$ cat config.mk
export PLATFORM = sky130hd
export DESIGN_NAME = dmem_arbiter
export DESIGN_NICKNAME = d
export VERILOG_FILES = /design/src/rtl/dmem_arbiter.sv
export SDC_FILE = /design/constraint.sdc
export NUM_CORES = 1
export LEC_CHECK = 0
export ABC_AREA = 1
export CAP_MARGIN = 20
export CELL_PAD_IN_SITES_DETAIL_PLACEMENT = 0
export CELL_PAD_IN_SITES_GLOBAL_PLACEMENT = 1
export CORE_ASPECT_RATIO = 1.1
export CORE_UTILIZATION = 16
export CTS_CLUSTER_SIZE = 8
export DETAILED_ROUTE_END_ITERATION = 8
export MAX_ROUTING_LAYER = met4
export PLACE_DENSITY = 0.88
export SLEW_MARGIN = 15
export SYNTH_ARGS = -nofsm -noshare
export SYNTH_HDL_FRONTEND = slang
export SYNTH_SLANG_ARGS = --single-unit
$ cat constraint.sdc
create_clock -name clk_i -period 2.4 [get_ports clk_i]
set_input_delay 0.36 -clock clk_i [delete_from_list [all_inputs] [get_ports clk_i]]
set_output_delay 0.36 -clock clk_i [all_outputs]
set_load 0.02 [all_outputs]
$ cat src/rtl/dmem_arbiter.sv
// -----------------------------------------------------------------------------
// dmem_arbiter
//
// Round-robin arbiter sharing one single-port data memory between three
// masters (0 = load-data fetcher, 1 = store writer, 2 = host/GPIO loader).
// One master holds the grant at a time. A held LOCK keeps the grant for a
// burst, up to MAX_BURST accesses, after which the grant is forcibly released.
// The owner's address/write data are muxed onto the memory. Read data comes
// back one cycle later and is tagged to the port that issued the read.
//
// Ports:
//   clk_i        clock, rising edge
//   rst_i        asynchronous active-high reset
//   req_i[2:0]   per-port request
//   lock_i[2:0]  per-port burst hold (keep grant after an access)
//   we_i[2:0]    per-port write enable, sampled with the request
//   addr_i       per-port word address, port i at [i*ADDR_W +: ADDR_W]
//   wdata_i      per-port write data, port i at [i*DATA_W +: DATA_W]
//   gnt_o[2:0]   registered one-hot grant
//   rvalid_o     one-hot read-data valid, one cycle after a read access
//   rdata_o      read data shared by all ports
//   mem_en_o     memory access strobe
//   mem_we_o     memory write strobe
//   mem_addr_o   memory address (0 outside access cycles)
//   mem_wdata_o  memory write data (0 outside access cycles)
//   mem_rdata_i  memory read data, valid one cycle after a read strobe
//   busy_o       a grant is held
//   owner_o      granted port, 2'd3 when idle
// -----------------------------------------------------------------------------
module dmem_arbiter #(
    parameter int ADDR_W    = 17,
    parameter int DATA_W    = 32,
    parameter int MAX_BURST = 16
) (
    input  logic                  clk_i,
    input  logic                  rst_i,
    input  logic [2:0]            req_i,
    input  logic [2:0]            lock_i,
    input  logic [2:0]            we_i,
    input  logic [3*ADDR_W-1:0]   addr_i,
    input  logic [3*DATA_W-1:0]   wdata_i,
    output logic [2:0]            gnt_o,
    output logic [2:0]            rvalid_o,
    output logic [DATA_W-1:0]     rdata_o,
    output logic                  mem_en_o,
    output logic                  mem_we_o,
    output logic [ADDR_W-1:0]     mem_addr_o,
    output logic [DATA_W-1:0]     mem_wdata_o,
    input  logic [DATA_W-1:0]     mem_rdata_i,
    output logic                  busy_o,
    output logic [1:0]            owner_o
);

    localparam logic [0:0] ST_IDLE = 1'b0;
    localparam logic [0:0] ST_BUSY = 1'b1;

    localparam logic [1:0] OWNER_NONE = 2'd3;

    logic [0:0] state_q, state_d;
    logic [2:0] gnt_q, gnt_d;
    logic [1:0] owner_q, owner_d;
    logic [1:0] last_q, last_d;
    logic [7:0] bcnt_q, bcnt_d;
    logic [2:0] rd_tag_q, rd_tag_d;

    // Per-port views padded to four entries so that indexing by owner_q is
    // always in range; entry 3 (the "no owner" code) reads as all zeros.
    logic [3:0]        req_ext, lock_ext, we_ext, gnt_ext;
    logic [ADDR_W-1:0] port_addr  [4];
    logic [DATA_W-1:0] port_wdata [4];

    assign req_ext  = {1'b0, req_i};
    assign lock_ext = {1'b0, lock_i};
    assign we_ext   = {1'b0, we_i};
    assign gnt_ext  = {1'b0, gnt_q};

    generate
        for (genvar gi = 0; gi < 4; gi++) begin : g_port
            if (gi < 3) begin : g_real
                assign port_addr[gi]  = addr_i[gi*ADDR_W +: ADDR_W];
                assign port_wdata[gi] = wdata_i[gi*DATA_W +: DATA_W];
            end else begin : g_none
                assign port_addr[gi]  = '0;
                assign port_wdata[gi] = '0;
            end
        end
    endgenerate

    // An access happens only in the cycle the owner both holds the grant and
    // still requests it.
    logic access;
    assign access = (state_q == ST_BUSY) && gnt_ext[owner_q] && req_ext[owner_q];

    // Round-robin pick: scan last+1, last+2, last+3 (mod 3) so the previous
    // owner is considered last.
    logic       pick_valid;
    logic [1:0] pick;
    always_comb begin
        pick_valid = 1'b0;
        pick       = 2'd0;
        for (int k = 1; k <= 3; k++) begin
            int c;
            c = (int'(last_q) + k) % 3;
            if (!pick_valid && req_i[c]) begin
                pick_valid = 1'b1;
                pick       = 2'(c);
            end
        end
    end

    logic last_of_burst;
    assign last_of_burst = ({1'b0, bcnt_q} + 9'd1) == 9'(MAX_BURST);

    always_comb begin
        state_d  = state_q;
        gnt_d    = gnt_q;
        owner_d  = owner_q;
        last_d   = last_q;
        bcnt_d   = bcnt_q;
        rd_tag_d = 3'b000;

        case (state_q)
            ST_IDLE: begin
                if (pick_valid) begin
                    state_d = ST_BUSY;
                    gnt_d   = 3'b001 << pick;
                    owner_d = pick;
                    bcnt_d  = 8'd0;
                end
            end
            default: begin
                if (access) begin
                    bcnt_d = bcnt_q + 8'd1;
                    if (!we_ext[owner_q]) begin
                        rd_tag_d = 3'b001 << owner_q;
                    end
                end
                // Release on withdrawal, on an unlocked access, or when the
                // burst limit is reached regardless of lock.
                if (!access || !lock_ext[owner_q] || last_of_burst) begin
                    state_d = ST_IDLE;
                    gnt_d   = 3'b000;
                    last_d  = owner_q;
                    owner_d = OWNER_NONE;
                end
            end
        endcase
    end

    always_ff @(posedge clk_i or posedge rst_i) begin
        if (rst_i) begin
            state_q  <= ST_IDLE;
            gnt_q    <= 3'b000;
            owner_q  <= OWNER_NONE;
            last_q   <= 2'd2;
            bcnt_q   <= 8'd0;
            rd_tag_q <= 3'b000;
        end else begin
            state_q  <= state_d;
            gnt_q    <= gnt_d;
            owner_q  <= owner_d;
            last_q   <= last_d;
            bcnt_q   <= bcnt_d;
            rd_tag_q <= rd_tag_d;
        end
    end

    assign gnt_o       = gnt_q;
    assign owner_o     = owner_q;
    assign busy_o      = (state_q == ST_BUSY);
    assign rvalid_o    = rd_tag_q;
    assign rdata_o     = mem_rdata_i;
    assign mem_en_o    = access;
    assign mem_we_o    = access && we_ext[owner_q];
    assign mem_addr_o  = access ? port_addr[owner_q]  : '0;
    assign mem_wdata_o = access ? port_wdata[owner_q] : '0;

endmodule

### After elaboration in Yosys (flattened, before gate mapping)

Cells that the tools add are included.
W data, S select, Z words.

* word-level logic and storage cells: 86
* output and inout bits: 92
* bits of input ports: 190
* bits in registers: 19

* $add $sub $neg: 5
* div/mod/pow operators: 3
* shift-type cells: 2
* magnitude comparators: 5
* reduce and logical (&&, ||, !) cells: 15
* eq/ne operators: 3
* muxes and demuxes: 46
* bitwise gates (word level): 1

Operators with widths (number)
* $lt A32 B4 Y1 const B: 3
* $mod A32 B3 Y32 const B: 3
* $mux W32: 3
* $bmux W32 S2: 1
* $mux W17: 3
* $bmux W17 S2: 1
* $mux W8: 3
* $mux W3: 6
* $mux W1: 16
* $bmux W1 S2: 7
* $mux W2: 6
* $add A8 B1 Y9 const B: 1
* $eq A9 B5 Y1 const B: 1
* $add A8 B1 Y8 const B: 1
* $add A2 B2 Y3 const B: 2
* $reduce_and A2 Y1: 3
* $shl A1 B2 Y3 const A: 2
* $logic_and A1 B1 Y1: 5
* $logic_not A1 Y1: 4
* $ne A2 B1 Y1 const B: 2
* $add A2 B1 Y3 const B: 1
* $ge A3 B3 Y1 const B: 1
* $lt A2 B3 Y1 const B: 1
* $not A2 Y3: 1
* other kinds (2): 3

### Longest topological paths before layout

* word-level depth: 15
* mapped depth: 13
* gate-level depth less buffers: 13

### Least setup slack after synthesis

No wires, ideal clock.

* path kind: register to output
* start point: register owner_q[0] (netlist: owner_o[0])
* end point: output mem_wdata_o[18]
* arrival time: 1.757 ns
* path slack: 0.283 ns
* stages on the path, launching flop included: 9
* data required time: 2.040 ns
* path buffers: 2
* cells stage by stage: dfstp_2 nand2_1 inv_2 nand2_1 nand3_1 nand2_1 buf_2 buf_2 a31oi_1

* cells in the longest elaborated chain, start to end: 5
* elaborated cells between the ends (all ways): 11
* those cells by class: mux: 8; bitwise: 1; reduce/logical: 2

RTL lines
* start, declared: RTL line 61 `logic [1:0] owner_q, owner_d;`
* start signal, assigned: RTL line 161 `owner_q <= owner_d;`
* $not A2 Y3 (not written as such) or $bmux W1 S2 (tied branches): RTL line 176, 92
* $bmux W32 S2 or $mux W1 (tied branches): RTL line 176, 92
* $mux W32 (not written as such) or $logic_and A1 B1 Y1 (tied branches) (2 in series): RTL line 176, 92
* $mux W32 *: RTL line 176 `assign mem_wdata_o = access ? port_wdata[owner_q] : '0;`
* end, declared: RTL line 48 `output logic [DATA_W-1:0] mem_wdata_o,`

Every way passes the cells marked *; elsewhere a longest branch is shown, timed or not. The select of a mux whose other input is x is not followed.

### Final worst setup path

* start point: register owner_q[1] (netlist: owner_o[1])
* end point: output mem_wdata_o[9]

Same word-level chain as after synthesis.

==> run_results.csv <==
group,metric,value,unit
synth,synth_warnings,0,
sta,setup_viol,0,
synth,synth_xor_area_share,0,%
clock_network,cts_root_buf,"clkbuf_16",
sta,hold_slack,0.512,ns
critical_path,cp-end-kind,"output port",
sta,max_slew_margin,50.9,%
global_route,grt_antenna_before_repair,1,
synth,syn_nets,628,
synth,synth_area,2500,um2
synth,syn-mean-instance-area,5.75,um2
floorplanning,rows,47,
drt,drc,0,
clock_network,clock_latency,0.25,ns
flow_run,max-cap-violations,0,
synth,ys_types,25,
critical_path,cp-start-kind,"flop",
clock_network,clockBufferDepth,2,
clock_network,cts_tree,"done",
drt,avgRoutedWirePerCell,14.1,um
floorplanning,ios,282,
place,port_buffers,217,
global_route,grt_pass1_wl,17800,um
clock_network,postCtsHoldBufs,0,
place,hpwl,8770,um
global_route,first_global_vias,3574,
drt,antenna_left,0,
synth,synthCells,434,
clock_network,htree_levels,1,
synth,yosysTopAreaCell,"nand2_1",
synth,synth-simple-area-share,48.6,%
floorplanning,chipHeight,133,um
drt,vias,3671,
critical_path,cp.arrival,2.02,ns
finish,fin_cells,833,
floorplanning,start_util,16.5,%
sta,maxSlewViolCount,0,
run_status,status,"finished, final reports clean",
synth,synth_top_area_share,22.9,%
sta,fmaxAchievable,420,MHz
synth,synthAdderAreaFrac,2.01,%
critical_path,worstSetupPathType,"flop to output port",
pwr,p_per_area,733,nW/um2
synth,ys_ff_latch,19,
floorplanning,dieArea,16100,um2
sta,rsz0062_at_grt,"yes",
clock_network,clkSinkCount,19,
place,dp.cells,816,
floorplanning,core,15200,um2
clock_network,clk_pin_slew,0.06,ns
synth,seq_area_frac_synth,19.2,%
hold_path,hp-class,"flop to flop",
sta,min_period,2.38,ns
critical_path,critPathRequiredTime,2.04,ns
synth,synth.area.mux_share,0,%
sta,min_period_over_period,99.2,%
drt,drt-initial-drc-count,158,
sta,fin_worst_skew,0.00381,ns
global_route,grt_remaining_overflow,0,
place,finalWeightedCongestion,0.827,
synth,synth_area_leaders,"nand2_1 (23%), nand3_1 (21%), dfrtp_1 (16%)",
drt,firstDrtPassIters,4,
finish,layout.nets,831,
sta,worst_slew_pin_slew,0.736,ns
pwr,leakage,2.24,nW
sta,hold_violations,0,
pwr,ir_drop,0.366,mV
synth,synth_compound_area_share,11.5,%
drt,vias_per_cell,4.41,
synth,synth_top_family_by_area,"simple AND/OR/NAND/NOR gates",
floorplanning,die_w,121,um
critical_path,critPathMaxFanout,15,
finish,drive_gt1_share,22.3,%
global_route,grt_max_degree,30,
finish,area_growth,108,%
drt,drt_wl_total,11700,um
global_route,grt_usage,14.3,%
clock_network,cts_buffers,3,
==> worst max-delay path, cell delays in order, from the launching register on <==
cell and delay (ns):
dfstp_2 0.57, buf_6 0.11, nor2_4 0.04, nand2_1 0.06, nand2_1 0.06, nor2_2 0.16
nand2_4 0.09, inv_6 0.08, bufbuf_16 0.28, nand3_1 0.10, nand3_2 0.10, buf_6 0.12
==> final cells by class <==
| type | count | area, um2 |
|---|---|---|
| Fill cell | 1660 | 9990 |
| Clock inverter | 1 | 5.00 |
| Multi-Input combinational cell | 331 | 1730 |
| Clock buffer | 3 | 75.1 |
| Sequential cell | 19 | 479 |
| Antenna cell | 1 | 2.50 |
| Tap cell | 196 | 245 |
| Timing Repair Buffer | 256 | 2540 |
| Inverter | 26 | 103 |
==> repair_timing <==
item / in CTS / in global routing
resized for setup: 203 / 110
gates cloned: 3 / 1
endpoints found under the setup margin: 51 / 44
buffers inserted: 8 / 1
pin swaps: 6 / 8
==> registers in the layout (all words and copies together), names as in the netlist <==
register  cells
bcnt_q        8
busy_o        1
gnt_o         3
last_q        2
owner_o       2
rvalid_o      3
==> cell usage in the layout (no fill, tap or decap), types with 2 or more instances in the layout <==
cell               n
clkdlybuf4s50_1  165
nand2_1          149
nand3_1           84
buf_4             33
buf_6             25
a31oi_1           24
nand3_2           21
inv_1             20
dfrtp_1           16
clkbuf_2          15
nor2_1            11
buf_12             8
o21ai_1            6
buf_2              6
inv_2              5
nand2_2            5
a31oi_2            5
o21ai_0            4
nand4_1            4
ha_1               4
clkbuf_16          4
dfstp_2            3
o21ai_2            2
nand2_4            2
nor3_1             2
o22ai_1            2
bufbuf_16          2
==> logic make-up after synthesis <==
kind of cell,Yosys count
AO/OA/AOI/OAI,46
adder cells (fa/ha/maj),4
buffers and inverters,84
flip-flops,19
AND/OR/NAND/NOR,281
==> where the power goes <==
group          switching (mW)  total (mW)  internal (mW)
Sequential             0.0952       0.518          0.422
Clock                   0.120       0.343          0.223
Combinational            1.66        2.94           1.28
==> stage by stage <==
step / total power, mW / cell area [um2] / utilization (%) / setup slack (ns) / TNS (ns)
floorplan: 2.04 / 2500 / - / 0.283 / 0
global placement: 3.21 / 4840 / 31.9 / -0.480 / -20.77
detailed placement: 3.19 / 4840 / 31.9 / -0.521 / -22.16
CTS: 3.73 / 5040 / 33.2 / -0.00132 / -0.00132
global route: 4.15 / 5180 / 34.2 / -0.0778 / -0.901
finish: 3.80 / 5180 / 34.2 / 0.0196 / 0
==> Yosys cell counts <==
cell type,instances
a221oi_1,1
dfrtp_1,16
o21ai_0,5
nor2_2,1
o21ai_4,1
nor2_1,12
o22ai_1,2
buf_1,2
nand4_1,4
o21ai_1,6
a31oi_1,29
inv_1,20
a21oi_1,1
nor3_1,2
o21ai_2,1
ha_1,4
buf_6,1
nand2_2,4
buf_2,7
nand3_1,106
nand2_1,152
dfstp_2,3
inv_2,6
clkbuf_1,12
buf_4,36
==> per-layer routing <==
metal | vias up | part of all wire [%] | global-route usage [%]
met5 | - | 0 | -
met4 | 0 | 2.7 | 3.70
met3 | 28 | 7.3 | 3.49
met2 | 146 | 53 | 26.3
met1 | 1664 | 37 | 15.1
li1 | 1833 | - | -
==> path summary, 6_finish.rpt <==
check	from	to	slack [ns]	depth (start not counted)
worst max-delay path	owner_o[1]	mem_wdata_o[9]	0.02	11
worst min-delay path	last_q[1]	last_q[1]	0.51	2
worst max register to register	owner_o[1]	gnt_o[0]	0.21	15
worst min register to register	last_q[1]	last_q[1]	0.51	2
max in group asynchronous	rst_i	rvalid_o[1]	1.39	2
min in group asynchronous	rst_i	bcnt_q[4]	0.54	2
Note: power is estimated with default switching activity, not from simulation.
